**src/rtl/imem_loader_pkg.sv**
```systemverilog
// Shared definitions for the boot-time instruction-memory loader:
// frame magic, FSM states, error codes and byte-strobe helper.
package imem_loader_pkg;

    localparam int         WORD         = 32;
    localparam logic [7:0] LOADER_MAGIC = 8'hA5;

    localparam logic [1:0] ERR_NONE     = 2'd0;
    localparam logic [1:0] ERR_MISALIGN = 2'd1;
    localparam logic [1:0] ERR_RANGE    = 2'd2;
    localparam logic [1:0] ERR_CSUM     = 2'd3;

    typedef enum logic [2:0] {
        ST_IDLE     = 3'd0,
        ST_HDR_ADDR = 3'd1,
        ST_HDR_LEN  = 3'd2,
        ST_DATA     = 3'd3,
        ST_CSUM     = 3'd4,
        ST_DONE     = 3'd5,
        ST_ERR      = 3'd6
    } state_t;

    // Byte enables for a word whose highest filled lane is 'lane'.
    function automatic logic [3:0] lane_strb(input logic [1:0] lane);
        case (lane)
            2'd0:    return 4'b0001;
            2'd1:    return 4'b0011;
            2'd2:    return 4'b0111;
            default: return 4'b1111;
        endcase
    endfunction

endpackage

```
**src/rtl/imem_loader_if.sv**
```systemverilog
// Byte stream in and word write port out of the loader.
// master = loader side, slave = UART/memory environment side.
interface imem_loader_if #(
    parameter int ADDR = 32
);
    import imem_loader_pkg::*;

    logic             in_valid;
    logic [7:0]       in_data;
    logic             in_ready;

    logic             wr_valid;
    logic             wr_ready;
    logic [ADDR-1:0]  wr_addr;
    logic [WORD-1:0]  wr_data;
    logic [3:0]       wr_strb;

    modport master (
        input  in_valid, in_data, wr_ready,
        output in_ready, wr_valid, wr_addr, wr_data, wr_strb
    );

    modport slave (
        output in_valid, in_data, wr_ready,
        input  in_ready, wr_valid, wr_addr, wr_data, wr_strb
    );

endinterface

```
**src/rtl/imem_loader_word_packer.sv**
```systemverilog
// Packs accepted payload bytes little-endian into a 32-bit word; the word,
// strobe and complete pulse are combinational in the cycle the closing byte arrives.
module word_packer
    import imem_loader_pkg::*;
(
    input  logic            clk,
    input  logic            rst,
    input  logic            byte_vld_i,
    input  logic [7:0]      byte_i,
    input  logic            last_i,
    output logic [WORD-1:0] word_o,
    output logic [3:0]      strb_o,
    output logic            done_o
);

    logic [1:0]  lane_q, lane_d;
    logic [23:0] buf_q,  buf_d;

    // Lanes above the current byte are forced to zero for short final words.
    always_comb begin
        case (lane_q)
            2'd0:    word_o = {24'h0, byte_i};
            2'd1:    word_o = {16'h0, byte_i, buf_q[7:0]};
            2'd2:    word_o = {8'h0, byte_i, buf_q[15:0]};
            default: word_o = {byte_i, buf_q[23:0]};
        endcase
        strb_o = lane_strb(lane_q);
        done_o = byte_vld_i && ((lane_q == 2'd3) || last_i);

        lane_d = lane_q;
        buf_d  = buf_q;
        if (byte_vld_i) begin
            if (done_o) begin
                lane_d = 2'd0;
                buf_d  = 24'h0;
            end else begin
                lane_d = lane_q + 2'd1;
                buf_d  = word_o[23:0];
            end
        end
    end

    always_ff @(posedge clk) begin
        if (rst) begin
            lane_q <= 2'd0;
            buf_q  <= 24'h0;
        end else begin
            lane_q <= lane_d;
            buf_q  <= buf_d;
        end
    end

endmodule

```
**src/rtl/imem_loader.sv**
```systemverilog
// Boot loader: parses an A5/base/len/payload/csum frame, writes the payload
// into the instruction store and releases cpu_hold once the checksum matches.
module imem_loader
    import imem_loader_pkg::*;
#(
    parameter int          ADDR = 32,
    parameter int unsigned LEN  = 65535
) (
    input  logic          clk,
    input  logic          rst,
    imem_loader_if.master bus,
    output logic          cpu_hold_o,
    output logic          done_o,
    output logic          err_o,
    output logic [1:0]    err_code_o
);

    state_t          state_q, state_d;
    logic [23:0]     shift_q, shift_d;
    logic [1:0]      hcnt_q, hcnt_d;
    logic [ADDR-1:0] base_q, base_d;
    logic [ADDR-1:0] waddr_q, waddr_d;
    logic [31:0]     rem_q, rem_d;
    logic [7:0]      sum_q, sum_d;
    logic [1:0]      err_code_q, err_code_d;

    logic            wr_valid_q, wr_valid_d;
    logic [ADDR-1:0] wr_addr_q, wr_addr_d;
    logic [WORD-1:0] wr_data_q, wr_data_d;
    logic [3:0]      wr_strb_q, wr_strb_d;

    logic            in_ready, accept;
    logic [31:0]     hdr_word;
    logic [ADDR:0]   end_addr;
    logic            pk_vld, pk_last, pk_done;
    logic [WORD-1:0] pk_word;
    logic [3:0]      pk_strb;

    // A stalled write blocks the stream; that is the only backpressure path.
    assign in_ready = (state_q inside {ST_IDLE, ST_HDR_ADDR, ST_HDR_LEN, ST_DATA, ST_CSUM})
                      && !(wr_valid_q && !bus.wr_ready);
    assign accept   = bus.in_valid && in_ready;
    assign hdr_word = {bus.in_data, shift_q};
    // One bit wider than the address so base+N-1 cannot wrap.
    assign end_addr = {1'b0, base_q} + (ADDR+1)'(hdr_word) - (ADDR+1)'(1);

    assign pk_vld  = accept && (state_q == ST_DATA);
    assign pk_last = (rem_q == 32'd1);

    word_packer u_pack (
        .clk        (clk),
        .rst        (rst),
        .byte_vld_i (pk_vld),
        .byte_i     (bus.in_data),
        .last_i     (pk_last),
        .word_o     (pk_word),
        .strb_o     (pk_strb),
        .done_o     (pk_done)
    );

    always_comb begin
        state_d    = state_q;
        shift_d    = shift_q;
        hcnt_d     = hcnt_q;
        base_d     = base_q;
        waddr_d    = waddr_q;
        rem_d      = rem_q;
        sum_d      = sum_q;
        err_code_d = err_code_q;
        wr_valid_d = wr_valid_q;
        wr_addr_d  = wr_addr_q;
        wr_data_d  = wr_data_q;
        wr_strb_d  = wr_strb_q;

        case (state_q)
            ST_IDLE: begin
                if (accept && (bus.in_data == LOADER_MAGIC)) begin
                    state_d = ST_HDR_ADDR;
                    hcnt_d  = 2'd0;
                    sum_d   = 8'h00;
                end
            end
            ST_HDR_ADDR: begin
                if (accept) begin
                    shift_d = hdr_word[31:8];
                    hcnt_d  = hcnt_q + 2'd1;
                    if (hcnt_q == 2'd3) begin
                        base_d  = ADDR'(hdr_word);
                        state_d = ST_HDR_LEN;
                    end
                end
            end
            ST_HDR_LEN: begin
                if (accept) begin
                    shift_d = hdr_word[31:8];
                    hcnt_d  = hcnt_q + 2'd1;
                    if (hcnt_q == 2'd3) begin
                        rem_d   = hdr_word;
                        waddr_d = base_q;
                        if (base_q[1:0] != 2'b00) begin
                            state_d    = ST_ERR;
                            err_code_d = ERR_MISALIGN;
                        end else if ((hdr_word != 32'd0) && (end_addr > (ADDR+1)'(LEN))) begin
                            state_d    = ST_ERR;
                            err_code_d = ERR_RANGE;
                        end else if (hdr_word == 32'd0) begin
                            state_d = ST_CSUM;
                        end else begin
                            state_d = ST_DATA;
                        end
                    end
                end
            end
            ST_DATA: begin
                if (accept) begin
                    sum_d = sum_q + bus.in_data;
                    rem_d = rem_q - 32'd1;
                    if (rem_q == 32'd1) state_d = ST_CSUM;
                end
            end
            ST_CSUM: begin
                // A pending final write is handshaking in this same cycle,
                // since the byte could not be accepted while it was stalled.
                if (accept) begin
                    if (bus.in_data == sum_q) begin
                        state_d = ST_DONE;
                    end else begin
                        state_d    = ST_ERR;
                        err_code_d = ERR_CSUM;
                    end
                end
            end
            default: ;
        endcase

        if (pk_done) begin
            wr_valid_d = 1'b1;
            wr_addr_d  = waddr_q;
            wr_data_d  = pk_word;
            wr_strb_d  = pk_strb;
            waddr_d    = waddr_q + ADDR'(4);
        end else if (wr_valid_q && bus.wr_ready) begin
            wr_valid_d = 1'b0;
        end
    end

    always_ff @(posedge clk) begin
        if (rst) state_q <= ST_IDLE;
        else     state_q <= state_d;
    end

    always_ff @(posedge clk) begin
        if (rst) begin
            shift_q    <= '0;
            hcnt_q     <= '0;
            base_q     <= '0;
            waddr_q    <= '0;
            rem_q      <= '0;
            sum_q      <= '0;
            err_code_q <= ERR_NONE;
            wr_valid_q <= 1'b0;
            wr_addr_q  <= '0;
            wr_data_q  <= '0;
            wr_strb_q  <= '0;
        end else begin
            shift_q    <= shift_d;
            hcnt_q     <= hcnt_d;
            base_q     <= base_d;
            waddr_q    <= waddr_d;
            rem_q      <= rem_d;
            sum_q      <= sum_d;
            err_code_q <= err_code_d;
            wr_valid_q <= wr_valid_d;
            wr_addr_q  <= wr_addr_d;
            wr_data_q  <= wr_data_d;
            wr_strb_q  <= wr_strb_d;
        end
    end

    assign bus.in_ready = in_ready;
    assign bus.wr_valid = wr_valid_q;
    assign bus.wr_addr  = wr_addr_q;
    assign bus.wr_data  = wr_data_q;
    assign bus.wr_strb  = wr_strb_q;

    assign done_o     = (state_q == ST_DONE);
    assign err_o      = (state_q == ST_ERR);
    assign cpu_hold_o = (state_q != ST_DONE);
    assign err_code_o = err_code_q;

endmodule
```
**src/flat_wrapper.sv**
```systemverilog
// flat-port wrapper written by rule: the top's interface ports become plain ports
module imem_loader_flat import imem_loader_pkg::*;
#(
    parameter int          ADDR = 32,
    parameter int unsigned LEN  = 65535
)
  (clk, rst, cpu_hold_o, done_o, err_o, err_code_o, bus_in_valid, bus_in_data, bus_wr_ready, bus_in_ready, bus_wr_valid, bus_wr_addr, bus_wr_data, bus_wr_strb);
  imem_loader_if #(.ADDR(ADDR)) bus_i ();
  input  logic clk;
  input  logic rst;
  output logic cpu_hold_o;
  output logic done_o;
  output logic err_o;
  output logic [1:0] err_code_o;
  input wire logic [$bits(bus_i.in_valid)-1:0] bus_in_valid;
  input wire logic [$bits(bus_i.in_data)-1:0] bus_in_data;
  input wire logic [$bits(bus_i.wr_ready)-1:0] bus_wr_ready;
  output wire logic [$bits(bus_i.in_ready)-1:0] bus_in_ready;
  output wire logic [$bits(bus_i.wr_valid)-1:0] bus_wr_valid;
  output wire logic [$bits(bus_i.wr_addr)-1:0] bus_wr_addr;
  output wire logic [$bits(bus_i.wr_data)-1:0] bus_wr_data;
  output wire logic [$bits(bus_i.wr_strb)-1:0] bus_wr_strb;
  assign bus_i.in_valid = bus_in_valid;
  assign bus_i.in_data = bus_in_data;
  assign bus_i.wr_ready = bus_wr_ready;
  assign bus_in_ready = bus_i.in_ready;
  assign bus_wr_valid = bus_i.wr_valid;
  assign bus_wr_addr = bus_i.wr_addr;
  assign bus_wr_data = bus_i.wr_data;
  assign bus_wr_strb = bus_i.wr_strb;
  imem_loader #(.ADDR(ADDR), .LEN(LEN)) u_core (.clk(clk), .rst(rst), .bus(bus_i), .cpu_hold_o(cpu_hold_o), .done_o(done_o), .err_o(err_o), .err_code_o(err_code_o));
endmodule
```
**config.mk**
```make
export PLATFORM = sky130hd
export DESIGN_NAME = imem_loader_flat
export DESIGN_NICKNAME = d
export VERILOG_FILES = /design/src/rtl/imem_loader_pkg.sv /design/src/rtl/imem_loader_if.sv /design/src/rtl/imem_loader_word_packer.sv /design/src/rtl/imem_loader.sv /design/src/flat_wrapper.sv
export SDC_FILE = /design/constraint.sdc
export NUM_CORES = 1
export LEC_CHECK = 0
export ABC_AREA = 1
export BUFFER_PORTS_ARGS = -buffer_cell sky130_fd_sc_hd__buf_4
export CORE_ASPECT_RATIO = 0.5
export CORE_MARGIN = 2
export CORE_UTILIZATION = 62
export DETAILED_ROUTE_END_ITERATION = 8
export GPL_TIMING_DRIVEN = 1
export HOLD_SLACK_MARGIN = 0.05
export PLACE_DENSITY = 0.81
export REMOVE_ABC_BUFFERS = 1
export SETUP_SLACK_MARGIN = 0.1
export SYNTH_ARGS = -nofsm -noshare
export SYNTH_HDL_FRONTEND = slang
export SYNTH_SLANG_ARGS = --single-unit
```
**constraint.sdc**
```tcl
create_clock -name clk -period 3.1 [get_ports clk]
set_clock_uncertainty 0.1 [all_clocks]
set_input_delay 0.31 -clock clk [delete_from_list [all_inputs] [get_ports clk]]
set_output_delay 0.31 -clock clk [all_outputs]
set_load 0.01 [all_outputs]
```
# Word level (Yosys, flattened, before mapping)
# Cells that the tools add are included.
word_totals:
  reg_bits: 230
  in_bits: 12
  output_inout_bits: 75
  elab_cells: 121
classes:
  addsub: 7
  magnitude_cmp: 1
  n_eq_ne: 25
  muxes: 40
  n_reduce_logical: 34
op_table:
  columns: ["op", "count"]
  rows:
  - ["32-bit two-way mux", 7]
  - ["32-bit one-hot mux with 3 select lines", 1]
  - ["32-bit one-hot mux with 2 select lines", 1]
  - ["32-bit by 32-bit adder with 33-bit output", 1]
  - ["33-bit by 16-bit greater-than comparator with 1-bit output, second input constant", 1]
  - ["3-bit two-way mux", 11]
  - ["33-bit by 1-bit subtractor with 33-bit output, second input constant", 1]
  - ["32-bit by 3-bit adder with 32-bit output, second input constant", 1]
  - ["32-bit by 1-bit == test with 1-bit output, second input constant", 1]
  - ["32-bit logical NOT", 1]
  - ["32-bit nonzero test", 1]
  - ["32-bit by 1-bit subtractor with 32-bit output, second input constant", 1]
  - ["24-bit two-way mux", 1]
  - ["2-bit two-way mux", 10]
  - ["2-bit nonzero test", 9]
  - ["8-bit two-way mux", 2]
  - ["8-bit one-hot mux with 2 select lines", 1]
  - ["3-bit one-hot mux with 5 select lines", 1]
  - ["4-bit one-hot mux with 3 select lines", 1]
  - ["3-bit AND reduction", 4]
  - ["2-bit by 1-bit inequality test with 1-bit output, second input constant", 5]
  - ["2-bit inequality test, second input constant", 5]
  - ["3-bit == test, second input constant", 3]
  - ["9-bit AND reduction", 1]
  - ["other kinds (21)", 36]

# Logic depth before layout (Yosys ltp)
# Gate-level depths: netlist of the first run.
depth:
  ltp_word: 9
  depth_mapped: 24
  mapped_depth_nobuf: 24

# Cells and area by module
# A second synthesis of the first run with hierarchy kept.
unflattened:
  hier_cells: 2174
  area_unflattened_um2: 13977.2
modules_own_cells:
  columns: ["module", "instances", "cells_per_inst", "area_each_um2", "seq_area_each_um2"]
  rows:
  - ["imem_loader", 1, 1950, 12560.8, 4083.9]
  - ["word_packer", 1, 224, 1416.4, 520.5]

# Least setup slack after synthesis of the first run
# No wires, ideal clock.
synth_timing:
  kind: "register -> register"
  startpoint: "reg u_core.shift_q[1]"
  endpoint: "reg u_core.state_q[0]"
  setup_ps: 70
  t_arrival_ps: 2518
  required_ps: 2930
  path_slack_ps: 412
  stages_incl_launch_ff: 22
  n_path_buf: 0
  synth_period_minus_slack_ps: 2688
  path_cell_list: "dfxtp_1 > inv_1 > ha_1 > inv_1 > ha_1 > fa_1 > nand2_1 > nand2_1 > nand3_1 > nand2_1 > nand2_1 > nand2_1 > nand2_1 > nand2_1 > nand2_1 > nand2_1 > inv_1 > nand3_1 > nor2_1 > nand4_1 > or2_2 > a21oi_1"
synth_between:
  elab_chain_cells: 9
  elab_cells_between_ends: 12
  cone_classes: "add/sub: 2; order compare: 1; mux: 6; reduce/logical: 3"
synth_lines:
  columns: ["element", "line_no", "source"]
  rows:
  - ["start: declaration", "imem_loader.sv:19", "logic [23:0] shift_q, shift_d;"]
  - ["start signal: assignment", "imem_loader.sv:166", "shift_q <= shift_d;"]
  - ["32-bit by 32-bit adder with 33-bit output", "imem_loader.sv:45", "assign end_addr = {1'b0, base_q} + (ADDR+1)'(hdr_word) - (ADDR+1)'(1);"]
  - ["33-bit by 1-bit subtractor with 33-bit output", "imem_loader.sv:45", null]
  - ["33-bit by 16-bit greater-than comparator with 1-bit output", "imem_loader.sv:103", "end else if ((hdr_word != 32'd0) && (end_addr > (ADDR+1)'(LEN))) begin"]
  - ["1-bit logical AND", "imem_loader.sv:103", null]
  - ["3-bit two-way mux (*)", "imem_loader.sv:103", null]
  - ["3-bit two-way mux (*)", "imem_loader.sv:100", "if (base_q[1:0] != 2'b00) begin"]
  - ["3-bit two-way mux (*)", "imem_loader.sv:97", "if (hcnt_q == 2'd3) begin"]
  - ["3-bit two-way mux (*)", "imem_loader.sv:94", "if (accept) begin"]
  - ["3-bit one-hot mux with 5 select lines (*)", "imem_loader.sv:75", "case (state_q)"]
  - ["end signal: assignment", "imem_loader.sv:149", "else state_q <= state_d;"]
  - ["end: declaration", "imem_loader.sv:18", "state_t state_q, state_d;"]
# Mark *: on every way between the ends. The rest lies on a longest branch, timed or not. The select of a mux whose other input is x is not followed.
# A chain may end at the register's enable or synchronous reset.

# Final worst setup path of the first run
layout_timing:
  startpoint: "reg u_core.base_q[21]"
  endpoint: "reg u_core.state_q[0]"
layout_between:
  elab_chain_cells: 9
layout_lines:
  columns: ["element", "line_no", "source"]
  rows:
  - ["start: declaration", "imem_loader.sv:21", "logic [ADDR-1:0] base_q, base_d;"]
  - ["start signal: assignment", "imem_loader.sv:168", "base_q <= base_d;"]
  - ["32-bit by 32-bit adder with 33-bit output", "imem_loader.sv:45", null]
  - ["33-bit by 1-bit subtractor with 33-bit output", "imem_loader.sv:45", null]
  - ["33-bit by 16-bit greater-than comparator with 1-bit output", "imem_loader.sv:103", null]
  - ["1-bit logical AND", "imem_loader.sv:103", null]
  - ["3-bit two-way mux", "imem_loader.sv:103", null]
  - ["3-bit two-way mux", "imem_loader.sv:100", null]
  - ["3-bit two-way mux", "imem_loader.sv:97", null]
  - ["3-bit two-way mux", "imem_loader.sv:94", null]
  - ["3-bit one-hot mux with 5 select lines", "imem_loader.sv:75", null]
# Every way passes these cells. The select of a mux whose other input is x is not followed.

==> reports/results.tsv, run 1 <==
metric	value	unit
status	finished, final reports clean	
dpl hpwl	27200	um
area grow syn2layout	20.9	%
FP Rows	38	
max_cap viols	0	
die area	23000	um^2
vias	13700	
final wirelength	39000	um
Primary FF master, synth	dfxtp_1	
commonest non-fill, non-tap cell in the layout	nand2_1	
Flop pwr share	37.7	%
wire per inst	15.7	um
Pleak	7.41	nW
die height	108	um
total CTS buffers	21	
Reg2Reg Setup Slack	0.23	ns
Distinct cells, synth	46	
DR iter-0 viols	1141	
Final Net Count	2268	
Worst path depth	17	
ys async rst share	0	%
io pins	87	
Slew @ Worst Pin	0.781	ns
period utilization	92.7	%
cell area after synthesis	13500	um^2
combinational share of power	28.2	%
Post-Layout Cell Count	2490	
detailed-route DRC error count	0	
clock network power share	34.1	%
Final Worst Setup Slack	0.227	ns
sequential cell area	4660	um^2
WP data required	3.48	ns
global-route wire length before repair	59700	um
Max stage delay on crit path	0.36	ns
Buf+Inv Stages, Crit Path	2	
unrepaired setup endpoints after global routing	false	
Via density	5.52	
initial antenna violation count	0	
DRT antenna net count	0	
synth warn	0	
Post-synth EDFFs	0	
Routability Congestion	0.978	
Core Area	21500	um^2
Hold Fails Final Rpt	0	
Setup Viol. Count Final	0	
clock sinks	230	
Placed Area	14700	um^2
Clock Latency Late Sink	0.54	ns
CTS tree	done	
worst reg2reg path depth	17	
Pins Over Slew Limit	0	
number of global-route vias before repair	12000	
Clock Pin Slew Worst Setup and Hold Paths	0.09	ns
Longest Clk Path Bufs	3	
Final min period	2.87	ns
Crit Path Class	flop to flop	
crit start category	flop	
grt ovf	0	
gr usage total	32.1	%
most frequent cells in the layout	nand2_1, inv_1, a21oi_1	
sequential-to-total area share from yosys stat	34.1	%
Root Driver	clkbuf_16	
switch share	32.9	%
cells after synthesis	2064	
Finished Cell Area	16300	um^2
Crit path arrival time	3.26	ns
Max IR drop VDD	0.304	mV
die width	213	um
Hold Path Depth	3	
Seq cells post-synth	230	
crit-path max FO	4	
DRT Pass-1 Iters	6	
Fmax	348	MHz
Fillers	1715	
pin count of the biggest net entering global routing	74	
Max H-tree Level	1	
final hold slack	0.0714	ns
multi-input logic area	8070	um^2
Slowest-stage cell, CP	dfxtp_2	
Top delay family on crit path	simple AND/OR/NAND/NOR gates	
layout cell share with drive strength beyond 1	18.5	%
Post-Syn Area per Cell	6.53	um^2
effective utilization at floorplan	62.8	%
crit end category	flop	
dpl ws	0.00546	ns
dpl cells	2438	
Port Buffers	86	
Int Power	5.34	mW
Antenna Cells	0	
critical path, cell by cell	inv_1, ha_4, inv_1, ha_4, nand2_2, nor2_4, nand2_2, nor2_1, nand2_2, nand4_1, nand2_1, nor2_1, nand3_2, nor2_4, nand4_1, or2_4, a21oi_2	
sw power	2.62	mW
worst min path class	input port to flop	
Worst path most repeated cell	nand2_2	
PwrDens	488	nW/um^2
worst rel slew slack	47.9	%
[sequential cells by signal (all words and copies together), names as in the netlist]
register and count:
u_core.err_code_o 2, u_core.bus.wr_data 32, u_core.hcnt_q 2, u_core.bus.wr_addr 32
u_core.rem_q 32, u_core.bus.wr_strb 4, u_core.waddr_q 32, u_core.shift_q 24
u_core.base_q 32, u_core.bus.wr_valid 1, u_core.state_q 3, u_core.sum_q 8
u_core.u_pack.buf_q 24, u_core.u_pack.lane_q 2
[cell usage after synthesis, types with 3 or more instances]
library cell	count	area share, %
nand3b_1	5	0.28
nor2_1	159	4.4
inv_2	7	0.19
xnor2_1	6	0.39
nand2_1	505	14
clkbuf_1	52	1.4
or2_2	4	0.19
dfxtp_1	230	34
a31oi_1	25	1.2
xor2_1	22	1.4
buf_1	8	0.22
nor2_4	3	0.25
ha_1	79	7.3
nor3_1	28	1.0
o21ai_1	5	0.19
o21ai_0	201	7.5
inv_1	321	8.9
o21bai_1	4	0.22
nand3_1	71	2.6
o211ai_1	3	0.17
a21oi_1	228	8.5
nand4_1	15	0.70
o22ai_1	5	0.23
nor3_2	7	0.52
nor2_2	6	0.28
buf_2	17	0.63
nor4_1	13	0.60
a211oi_1	10	0.56
[area by class of cell]
| cell class | instances | area share (%) |
|---|---|---|
| multi-input combinational | 1428 | 49.4 |
| sequential | 230 | 28.6 |
| timing repair buffer | 165 | 7.82 |
| inverter | 329 | 7.59 |
| clock buffer | 29 | 3.65 |
| tap | 300 | 2.30 |
| clock inverter | 9 | 0.621 |
[final timing paths]
kind,start,end
max reg2reg,u_core.base_q[21],u_core.state_q[0]
min,bus_in_data[1],u_core.bus.wr_data[25]
max,u_core.base_q[21],u_core.state_q[0]
min reg2reg,u_core.u_pack.buf_q[3],u_core.u_pack.buf_q[3]
[what timing repair did]
item,in CTS,in global routing
pin swaps,1,41
hold endpoints to repair,19,0
endpoints found under the setup margin,4,12
buffers inserted,0,9
gates resized for setup,8,190
hold buffers,5,0
[power groups by stage]
stage / clock [mW] / combinational (mW) / sequential, mW
floorplan: 0 / 1.20 / 3.06
global placement: 0 / 1.72 / 3.07
detailed placement: 0 / 1.72 / 3.07
CTS: 2.71 / 1.76 / 3.00
global route: 2.84 / 2.47 / 3.01
finish: 2.71 / 2.24 / 3.00
[cell families (layout without fill, tap and decap cells)]
kind of cell             count (synthesis)  count (layout)  share of synthesized area (%)
AND/OR/NAND/NOR                        825             825                           25.7
flip-flops                             230             230                           34.1
AO/OA/AOI/OAI                          494             494                           19.2
adder cells (fa/ha/maj)                 81              81                           7.63
XOR/XNOR                                28              28                           1.82
buffers and inverters                  406             532                           11.5
[tightest hold or removal path, cell delays in order]
cell and delay, ns:
buf_4 0.10, inv_1 0.08, o21ai_0 0.17
[metal layers]
layer  GRT usage (%)  vias to the layer above  part of all wire (%)
li1                -                     6873                     -
met1            44.7                     6295                    45
met2            52.4                      518                    45
met3            6.07                       53                   8.2
met4            6.29                        0                   1.5
met5               0                        -                     0
[through the flow]
stage | power (mW) | util, % | TNS, ns
detailed placement | 4.79 | 68.5 | 0
global placement | 4.79 | 68.5 | -0.0246
CTS | 7.47 | 72.1 | 0
finish | 7.96 | 75.9 | 0
floorplan | 4.27 | - | -127.13
global route | 8.32 | 75.9 | 0
Note: power is estimated with default switching activity, not from simulation.
==> run 2: changes to the inputs <==
CELL_PAD_IN_SITES_DETAIL_PLACEMENT = 0   (was default)
CELL_PAD_IN_SITES_GLOBAL_PLACEMENT = 1   (was default)
CORE_UTILIZATION = 44   (was 62)
PLACE_DENSITY = default   (was 0.81)
PLACE_DENSITY_LB_ADDON = 0.1   (was default)
==> run 2 against run 1 <==
Clock power grew 4%. Register-to-register slack improved by 0.03 ns. Hold slack better by 0.049 ns. Fmax rose by 0.97%. Via count down 2.9%. Sequential share of layout area down 0.36 points. Cell count is 4.8% higher. Critical path type unchanged. Largest cell class unchanged.
==> reports/results.tsv, run 2 (synthesis results as in run 1) <==
metric	value	unit
status	finished, final reports clean	
pin count of the biggest net entering global routing	72	
setup TNS	0	ns
Post-Layout Cell Count	2610	
Setup Viol. Count Final	0	
Slew @ Worst Pin	0.713	ns
Hold Fails Final Rpt	0	
multi-input logic area	7860	um^2
WP data required	3.46	ns
dpl cells	2556	
Clock Latency Late Sink	0.52	ns
die area	32200	um^2
CTS tree	done	
PwrDens	482	nW/um^2
Design Power	7.93	mW
die width	252	um
max_cap viols	0	
most frequent cells in the layout	nand2_1, inv_1, a21oi_1	
DRT antenna net count	0	
wire per inst	15.6	um
Crit path arrival time	3.21	ns
number of global-route vias before repair	12100	
Via density	5.11	
Top delay family on crit path	simple AND/OR/NAND/NOR gates	
crit end category	flop	
Final min period	2.85	ns
sequential cell area	4640	um^2
Max H-tree Level	1	
die height	128	um
Fmax	351	MHz
global-route wire length before repair	63900	um
total CTS buffers	22	
gr usage total	24.7	%
Max stage delay on crit path	0.34	ns
Port Buffers	86	
period utilization	91.8	%
Longest Clk Path Bufs	3	
Final Util	54.4	%
Crit Path Class	flop to flop	
worst rel slew slack	52.1	%
area grow syn2layout	21.9	%
Pins Over Slew Limit	0	
effective utilization at floorplan	44.6	%
io pins	87	
DR iter-0 viols	892	
Fillers	3113	
FP Rows	45	
critical path, cell by cell	inv_2, ha_1, inv_1, ha_2, fa_2, buf_4, nand2_1, nand3_1, nand2_1, nand3_1, nand2_1, nand3_1, nand2_1, nand3_1, nor2_4, nand4_1, or2_4, a21oi_2	
detailed-route DRC error count	0	
Core Area	30200	um^2
commonest non-fill, non-tap cell in the layout	nand2_1	
unrepaired setup endpoints after global routing	true	
initial antenna violation count	1	
crit start category	flop	
Max IR drop VDD	0.320	mV
grt ovf	0	
Routability Congestion	0.889	
DRT Pass-1 Iters	5	
layout cell share with drive strength beyond 1	16.8	%
final wirelength	40700	um
Pleak	7.50	nW
Buf+Inv Stages, Crit Path	3	
Finished Cell Area	16400	um^2
Placed Area	15000	um^2
dpl hpwl	30000	um
Slowest-stage cell, CP	dfxtp_2	
Final Net Count	2290	
Clock Pin Slew Worst Setup and Hold Paths	0.07	ns
worst min path class	input port to flop	
Root Driver	clkbuf_16	
vias	13300	
clock sinks	230	
crit-path max FO	3	
run 2: metal layers:
metal	share of wire, %	GRT usage (%)
met3	4.5	2.98
met2	43	39.3
met1	51	36.4
met4	1.4	4.06
met5	0	0
run 2: final cells by class:
class	instances	share of cell area [%]
repair inverters	1	0.0304
inverters	329	7.56
repair buffers	185	8.84
clock inverters	6	0.510
flip-flops and latches	230	28.2
multi-input cells	1428	47.8
clock buffers	31	3.99
diodes	1	0.0152
well taps	399	3.04
run 2: per-stage QoR:
step           setup slack (ns)  hold slack (ns)
6_report                  0.254            0.120
5_1_grt                  0.0621            0.119
4_1_cts                   0.105            0.107
3_5_place_dp            -0.0269            0.351
3_3_place_gp             0.0495            0.346
2_1_floorplan             -1.44            0.279
run 2: worst paths after layout:
path	startpoint	endpoint	slack, ns	cells after the start
worst min register to register	u_core.u_pack.buf_q[3]	u_core.u_pack.buf_q[3]	0.36	2
worst max register to register	u_core.shift_q[1]	u_core.state_q[0]	0.25	18
worst min-delay path	bus_in_data[1]	u_core.base_q[25]	0.12	4
worst max-delay path	u_core.shift_q[1]	u_core.state_q[0]	0.25	18
run 2: timing repair:
item	in CTS	in global routing
setup buffers	1	11
hold buffers	3	0
setup endpoints to repair	4	25
pin swaps	2	24
endpoints found under the hold margin	3	0
gates cloned	0	1
gates resized for setup	10	125
run 2: report_power, final:
part / switching [mW] / internal (mW)
clock network: 1.19 / 1.64
logic: 1.30 / 0.795
registers: 0.0234 / 2.98
total: 2.51 / 5.41
run 2: worst register-to-register path: stages (launching register included):
cell and delay [ns]:
dfxtp_2 0.34, inv_2 0.05, ha_1 0.26, inv_1 0.04, ha_2 0.18, fa_2 0.34, buf_4 0.14, nand2_1 0.05
nand3_1 0.10, nand2_1 0.08, nand3_1 0.11, nand2_1 0.11, nand3_1 0.07, nand2_1 0.08, nand3_1 0.12, nor2_4 0.15
nand4_1 0.12, or2_4 0.25, a21oi_2 0.10
==> run 3: changes to the inputs <==
CORE_UTILIZATION = 39   (was 44)
SETUP_SLACK_MARGIN = 0.05   (was 0.1)
==> run 3 against run 2 <==
Non-clock buffer count grew 21. Die area grew 13%. Power increased by 4.4%. Cell area grew 1.8%. Sequential power about the same. Global-route usage decreased by 2.0 points. Critical path depth shrank 4. Clock-buffer cell count increased by 3. Register-to-register slack worse by 0.03 ns. Fmax fell by 1.1%. Largest cell class unchanged. Highest routed layer unchanged.
==> reports/results.tsv, run 3 (synthesis results as in run 1) <==
metric	value	unit
status	finished, final reports clean	
crit end category	flop	
switch share	32.2	%
commonest non-fill, non-tap cell in the layout	nand2_1	
final hold slack	0.0893	ns
CTS tree	done	
Via density	4.91	
Max H-tree Level	1	
vias	13300	
Final Net Count	2311	
Core Area	34300	um^2
Longest Clk Path Bufs	3	
Fillers	3570	
Pleak	7.63	nW
worst reg2reg path depth	14	
Design Power	8.27	mW
dpl hpwl	31000	um
number of global-route vias before repair	11900	
crit start category	flop	
DRT Pass-1 Iters	5	
Hold Fails Final Rpt	0	
pin count of the biggest net entering global routing	84	
dpl cells	2659	
DRT antenna net count	0	
setup TNS	0	ns
DR iter-0 viols	968	
clock sinks	230	
WP data required	3.38	ns
Clock Latency Late Sink	0.55	ns
crit-path max FO	25	
Flop pwr share	36.3	%
final wirelength	41900	um
worst rel slew slack	32.2	%
initial antenna violation count	0	
Root Driver	clkbuf_16	
global-route wire length before repair	65600	um
Final min period	2.88	ns
Setup Viol. Count Final	0	
Max IR drop VDD	0.357	mV
Port Buffers	86	
effective utilization at floorplan	39.3	%
Int Power	5.61	mW
die area	36200	um^2
unrepaired setup endpoints after global routing	false	
die width	267	um
layout cell share with drive strength beyond 1	17.8	%
Slew @ Worst Pin	1.02	ns
Finished Cell Area	16700	um^2
Routability Congestion	0.878	
period utilization	92.8	%
Clock Pin Slew Worst Setup and Hold Paths	0.07	ns
combinational share of power	26.7	%
Crit path arrival time	3.16	ns
FP Rows	48	
die height	136	um
Placed Area	15300	um^2
Fmax	348	MHz
total CTS buffers	23	
PwrDens	494	nW/um^2
io pins	87	
sw power	2.66	mW
Crit Path Class	flop to flop	
gr usage total	22.7	%
clock network power share	37.0	%
Post-Layout Cell Count	2709	
wire per inst	15.5	um
detailed-route DRC error count	0	
Pins Over Slew Limit	0	
most frequent cells in the layout	nand2_1, inv_1, a21oi_1	
Antenna Cells	0	
Hold Path Depth	4	
max_cap viols	0	
worst min path class	input port to flop	
area grow syn2layout	24.2	%
grt ovf	0	
==> run 3: cell types whose count changed in the layout (fill, tap and decap cells not counted), sizes merged <==
| cell | change |
|---|---|
| buf | +22 |
| clkbuf | +3 |
| clkinv | -2 |
| inv | +2 |
| bufinv | +1 |
| clkinvlp | -1 |
| diode | -1 |
| dlygate4sd3 | -1 |
==> run 3: routing by layer <==
layer	GRT usage, %	vias up	part of all wire [%]
met2	36.0	220	43
met4	3.34	0	1.2
li1	-	6966	-
met1	33.6	6072	51
met5	0	-	0
met3	2.78	38	4.2
==> run 3: critical path, cell delays in order, from the launching register on <==
cell and delay (ns):
dfxtp_1 0.40, nor2_1 0.08, inv_1 0.09, nor2_1 0.08
nand3_1 0.08, inv_1 0.08, nand3_1 0.14, inv_1 0.12
nor2_1 0.34, nor2_8 0.05, inv_2 0.50, buf_4 0.32
o21ai_0 0.15, o21ai_1 0.11, a21oi_1 0.07
==> run 3: what timing repair did <==
| action | in CTS | in global routing |
|---|---|---|
| hold buffers | 2 | 0 |
| setup buffers | 0 | 7 |
| hold endpoints to repair | 2 | 0 |
| pin swaps | 0 | 27 |
| gates resized for setup | 7 | 125 |
| setup endpoints to repair | 4 | 11 |
==> run 3: power groups by stage <==
stage / Sequential, mW / Clock, mW / Combinational, mW
6_report: 3.00 / 3.06 / 2.21
5_1_grt: 3.00 / 3.22 / 2.50
4_1_cts: 3.00 / 3.12 / 1.91
3_5_place_dp: 3.07 / 0 / 1.88
3_3_place_gp: 3.07 / 0 / 1.89
2_1_floorplan: 3.06 / 0 / 1.20
==> run 3: stage by stage <==
stage | utilization [%] | worst slack, ns
final | 48.8 | 0.222
after global routing | 48.8 | 0.0457
after floorplan | - | -1.44
after CTS | 47.1 | 0.0675
after detailed placement | 44.6 | -0.0680
after global placement | 44.6 | -0.125
==> run 3: layout make-up <==
cell class                      instances  area [um^2]  share of cell area (%)
Multi-Input combinational cell       1428         7890                    47.1
Sequential cell                       230         4630                    27.6
Timing Repair Buffer                  206         1590                    9.51
Inverter                              329         1240                    7.40
Clock buffer                           34          687                    4.10
Tap cell                              475          594                    3.55
Clock inverter                          7          116                   0.695
==> run 3: worst paths after layout <==
kind	startpoint	to	slack, ns
worst min-delay path	bus_in_data[1]	u_core.base_q[25]	0.09
worst max register to register	u_core.rem_q[22]	u_core.waddr_q[29]	0.22
worst max-delay path	u_core.rem_q[22]	u_core.waddr_q[29]	0.22
worst min register to register	u_core.u_pack.buf_q[5]	u_core.u_pack.buf_q[5]	0.36
